`src/rtl/y86_pkg.sv`:
```
// Shared Y86-64 definitions: instruction codes, special register IDs and datapath width.
package y86_pkg;

  localparam int WIDTH = 64;
  localparam int NREGS = 15;

  localparam logic [3:0] RSP_ID = 4'h4;
  localparam logic [3:0] RNONE  = 4'hF;

  localparam logic [3:0] I_HALT   = 4'h0;
  localparam logic [3:0] I_NOP    = 4'h1;
  localparam logic [3:0] I_RRMOVQ = 4'h2;
  localparam logic [3:0] I_IRMOVQ = 4'h3;
  localparam logic [3:0] I_RMMOVQ = 4'h4;
  localparam logic [3:0] I_MRMOVQ = 4'h5;
  localparam logic [3:0] I_OPQ    = 4'h6;
  localparam logic [3:0] I_JXX    = 4'h7;
  localparam logic [3:0] I_CALL   = 4'h8;
  localparam logic [3:0] I_RET    = 4'h9;
  localparam logic [3:0] I_PUSHQ  = 4'hA;
  localparam logic [3:0] I_POPQ   = 4'hB;

endpackage

```
`src/rtl/reg_sel.sv`:
```
// Decode-stage register ID selection: maps icode/rA/rB/cnd onto source and destination IDs.
module reg_sel
  import y86_pkg::*;
(
  input  logic [3:0] icode_i,
  input  logic [3:0] ra_i,
  input  logic [3:0] rb_i,
  input  logic       cnd_i,
  output logic [3:0] src_a_o,
  output logic [3:0] src_b_o,
  output logic [3:0] dst_e_o,
  output logic [3:0] dst_m_o
);

  always_comb begin
    src_a_o = RNONE;
    src_b_o = RNONE;
    dst_e_o = RNONE;
    dst_m_o = RNONE;
    case (icode_i)
      I_RRMOVQ: begin
        src_a_o = ra_i;
        // cmovxx with a false condition must not disturb rB
        dst_e_o = cnd_i ? rb_i : RNONE;
      end
      I_IRMOVQ: dst_e_o = rb_i;
      I_RMMOVQ: begin
        src_a_o = ra_i;
        src_b_o = rb_i;
      end
      I_MRMOVQ: begin
        src_b_o = rb_i;
        dst_m_o = ra_i;
      end
      I_OPQ: begin
        src_a_o = ra_i;
        src_b_o = rb_i;
        dst_e_o = rb_i;
      end
      I_CALL: begin
        src_b_o = RSP_ID;
        dst_e_o = RSP_ID;
      end
      I_RET: begin
        src_a_o = RSP_ID;
        src_b_o = RSP_ID;
        dst_e_o = RSP_ID;
      end
      I_PUSHQ: begin
        src_a_o = ra_i;
        src_b_o = RSP_ID;
        dst_e_o = RSP_ID;
      end
      I_POPQ: begin
        src_a_o = RSP_ID;
        src_b_o = RSP_ID;
        dst_e_o = RSP_ID;
        dst_m_o = ra_i;
      end
      default: ;
    endcase
  end

endmodule

```
`src/rtl/reg_file.sv`:
```
// SEQ Y86-64 architectural register file: combinational reads, valE/valM commit on the clock.
module reg_file
  import y86_pkg::*;
(
  input  logic             clk,
  input  logic             rst_n,
  input  logic [3:0]       icode,
  input  logic [3:0]       rA,
  input  logic [3:0]       rB,
  input  logic             cnd,
  input  logic [WIDTH-1:0] valE,
  input  logic [WIDTH-1:0] valM,
  input  logic             wb_en,
  output logic [WIDTH-1:0] valA,
  output logic [WIDTH-1:0] valB,
  output logic [3:0]       srcA,
  output logic [3:0]       srcB,
  output logic [3:0]       dstE,
  output logic [3:0]       dstM,
  input  logic [3:0]       dbg_sel,
  output logic [WIDTH-1:0] dbg_data
);

  logic [WIDTH-1:0] regs_q [NREGS];
  logic [WIDTH-1:0] regs_d [NREGS];

  reg_sel u_reg_sel (
    .icode_i (icode),
    .ra_i    (rA),
    .rb_i    (rB),
    .cnd_i   (cnd),
    .src_a_o (srcA),
    .src_b_o (srcB),
    .dst_e_o (dstE),
    .dst_m_o (dstM)
  );

  always_comb begin
    regs_d = regs_q;
    if (wb_en) begin
      if (dstE != RNONE) regs_d[dstE] = valE;
      // valM is applied last so popq %rsp leaves the popped value in %rsp
      if (dstM != RNONE) regs_d[dstM] = valM;
    end
  end

  always_ff @(posedge clk or negedge rst_n) begin
    if (!rst_n) begin
      for (int i = 0; i < NREGS; i++) regs_q[i] <= '0;
    end else begin
      regs_q <= regs_d;
    end
  end

  always_comb begin
    valA     = (srcA    == RNONE) ? '0 : regs_q[srcA];
    valB     = (srcB    == RNONE) ? '0 : regs_q[srcB];
    dbg_data = (dbg_sel == RNONE) ? '0 : regs_q[dbg_sel];
  end

endmodule

```
`config.mk`:
```
export PLATFORM = sky130hd
export DESIGN_NAME = reg_file
export DESIGN_NICKNAME = d
export VERILOG_FILES = /design/src/rtl/y86_pkg.sv /design/src/rtl/reg_sel.sv /design/src/rtl/reg_file.sv
export SDC_FILE = /design/constraint.sdc
export NUM_CORES = 2
export LEC_CHECK = 0
export BUFFER_PORTS_ARGS = -buffer_cell sky130_fd_sc_hd__buf_4
export CORE_MARGIN = 2
export CORE_UTILIZATION = 30
export CTS_CLUSTER_SIZE = 10
export DETAILED_ROUTE_END_ITERATION = 12
export GPL_TIMING_DRIVEN = 1
export SLEW_MARGIN = 10
export SYNTH_ARGS = -nofsm -noshare
export SYNTH_HDL_FRONTEND = slang
export SYNTH_SLANG_ARGS = --single-unit
```
`constraint.sdc`:
```
create_clock -name clk -period 3.1 [get_ports clk]
set_input_delay 0.155 -clock clk [delete_from_list [all_inputs] [get_ports clk]]
set_output_delay 0.155 -clock clk [all_outputs]
set_load 0.05 [all_outputs]
```
==> metrics.md <==
| Metric | Value |
|---|---|
| All-Layer GR Usage | `33.5%` |
| Skew-Pair Late Insertion Delay | `780 ps` |
| Largest cells by area after synthesis | `dfrtp_1 38%, mux4_2 9.1%, o22ai_1 8.5%` |
| Syn_nets | `7,625` |
| Unrepaired setup endpoints after global routing | `true` |
| Crit path capture type | `primary output` |
| Critical path startpoint category | `input pin` |
| Critical Path Most Common Cell | `buf_4` |
| Largest net degree at the start of global routing | `141` |
| Vias | `73.9k` |
| Starting Density | `30.1%` |
| Clk sink count | `960` |
| Fin crit share | `100%` |
| CTS max path bufs | `3` |
| Via density | `6.98` |
| Place WS | `9.79 ps` |
| Final Cell Area | `0.0783 sq mm` |
| Htree depth | `3` |
| Routed len/inst | `35.7 um` |
| Power per Cell Area | `615 mW/mm^2` |
| Crit-path max FO | `33` |
| Max FFs per register | `960` |
| Worst hold slack | `30.1 ps` |
| Post-synthesis sequential area ratio | `37.8%` |
| Slew Viols, Final | `0` |
| Syn Inst Count | `7,477` |
| HP Class | `input pin to async pin` |
| Core ar. | `0.211 sq mm` |
| Max-cap violation count | `0` |
| Share of the synthesized area in the top cell type | `37.8%` |
| Pint | `29.3 mW` |
| CP peak stage delay | `580 ps` |
| Placer Congestion | `0.972` |
| Count of cell types in the netlist | `65` |
| Clock-pin slew on the worst setup and hold paths | `60 ps` |
| Pre-antenna DRT Iters | `10` |
| Async SR Flop Fraction | `100%` |
| Number of synthesized flops with an enable pin | `0` |
| FMAX | `323 MHz` |
| Rel. slew slack | `28.3%` |
| Antenna viol nets, final | `0` |
| Num CTS Buffers | `112` |
| Slowest stage cell, crit path | `or4b_1` |
| Initial antenna violation count | `38` |
| Iteration-0 DRC Markers | `14.1k` |
| #FFs+latches synth | `960` |
| CTS tree | `done` |
| Number of I/O pins | `356` |
| Port buffer count | `355` |
| Tightest Pin Transition | `1080 ps` |
| Setup violators final | `1` |
| Post-DP Area | `0.0730 sq mm` |
| Total global routing overflow | `0` |
| Pleak | `31.6 nW` |
| Die height | `465 um` |
| Placed Cells | `10.2k` |
| Skew final | `0 ps` |
| Final Util | `37.0%` |
| Largest delay contributor family on the critical path | `simple AND/OR/NAND/NOR gates` |
| Tot Pwr | `48.2 mW` |
| Sum Neg Setup Slack | `-0.594 ps` |
| Main flop type after synthesis | `dfrtp_1` |
| Die area | `0.216 sq mm` |
| Sw Ratio | `39.2%` |
| Vias in the first global route | `69.1k` |
| Seq pwr share | `41.7%` |
| CP arrival | `2950 ps` |
| Status | `complete, but fails checks` |
| DP HPWL | `230,000 um` |
| Worst setup margin | `-0.594 ps` |
| Largest regs | `regs_q (960)` |
| Worst Path Required | `2940 ps` |
| Combinational power share | `31.9%` |
| Largest Register | `regs_q` |
| Synth area leader | `dfrtp_1` |
| Area grow syn2layout | `23.1%` |
| Final hold violation count | `0` |
| Final min period | `3100 ps` |
| Drc violations | `0` |
| Synth warn | `0` |
| Failing checks | `setup timing` |
| First-pass GRT wire length | `528,000 um` |
| Layout cells sized above 1 | `18.0%` |
| Worst Setup Path Type | `input pin to primary output` |
| Finished Layout Cells | `10.6k` |
| NumNets Final | `7,858` |
| Die width | `465 um` |
| Buf/Inv on CP | `5` |
| Max VDD drop | `452 uV` |
| Num rows | `169` |
| Sw Pwr | `18.9 mW` |
| Clock share of power | `26.4%` |
| CP Cell Sequence | `buf_4 > or4b_1 > nand3_4 > buf_4 > buf_12 > buf_4 > a21oi_1 > nor4_1 > or3_1 > buf_4` |
| DRT Wirelength | `379,000 um` |
| Post-synthesis average cell area | `8.51 sq um` |
| Mapped Area | `0.0636 sq mm` |
| Clk root buf | `clkbuf_16` |
layout make-up:
type	count	area [sq um]
well taps	2821	3530
flip-flops and latches	960	24000
diodes	22	55.1
repair buffers	1028	11000
clock inverters	12	131
inverters	109	427
multi-input cells	5499	36100
clock buffers	143	3060
fillers	21217	133000
Yosys cell counts, types with 121 or more instances:
cell	number
buf_1	121
mux2i_1	247
mux4_2	256
a22oi_1	183
a21oi_1	605
o21ai_0	164
a2bb2oi_1	235
a311oi_1	126
a221oi_1	132
nor2_1	1113
clkbuf_1	691
nand2_1	953
o22ai_1	860
dfrtp_1	960
power by group through the flow:
stage | logic (mW) | clock network [mW] | registers (mW)
finish | 15.4 | 12.7 | 20.1
global route | 16.3 | 13.2 | 20.3
global placement | 14.5 | 0 | 19.7
floorplan | 10.3 | 0 | 18.6
CTS | 15.0 | 12.6 | 19.7
detailed placement | 14.8 | 0 | 19.9
metal layers:
layer	global-route usage, %	part of all wire, %
met1	41.1	34
met2	46.9	40
met3	14.3	16
met4	23.5	8.8
met5	0	0.032
final timing paths:
path | end | slack, ps | cells past startpoint | startpoint
max in group asynchronous | regs_q[714]$_DFFE_PN0P_ | 1910 | 3 | rst_n
worst max register to register | regs_q[844]$_DFFE_PN0P_ | 1690 | 2 | regs_q[844]$_DFFE_PN0P_
min in group clk | regs_q[255]$_DFFE_PN0P_ | 30 | 5 | rA[0]
worst min register to register | regs_q[948]$_DFFE_PN0P_ | 540 | 2 | regs_q[948]$_DFFE_PN0P_
worst min-delay path | regs_q[114]$_DFFE_PN0P_ | 30 | 2 | rst_n
worst max-delay path | valA[6] | -0.6 | 10 | icode[2]
cells in the final DEF (no fill, tap or decap), types with 104 or more instances in the layout:
| cell | instances |
|---|---|
| nor2_1 | 1108 |
| dfrtp_1 | 960 |
| nand2_1 | 940 |
| o22ai_1 | 860 |
| buf_4 | 610 |
| a21oi_1 | 600 |
| mux4_2 | 256 |
| mux2i_1 | 247 |
| a2bb2oi_1 | 235 |
| buf_12 | 216 |
| dlygate4sd3_1 | 195 |
| a22oi_1 | 183 |
| o21ai_0 | 163 |
| a221oi_1 | 132 |
| a311oi_1 | 125 |
| clkbuf_16 | 115 |
| inv_1 | 104 |
timing repair:
action,CTS,global route
hold endpoints to repair,1239,0
setup buffers,0,3
hold buffers,195,0
resized for setup,0,10
setup endpoints to repair,0,24
logic make-up after synthesis:
group / after synthesis / share of synthesized area [%]
and+or+nand+nor: 2385 / 15.3
muxes: 505 / 13.0
DFF: 960 / 37.8
buffers and inverters: 1018 / 6.27
AOI/OAI and AO/OA: 2609 / 27.7
Power figures use the tool's default switching activity.
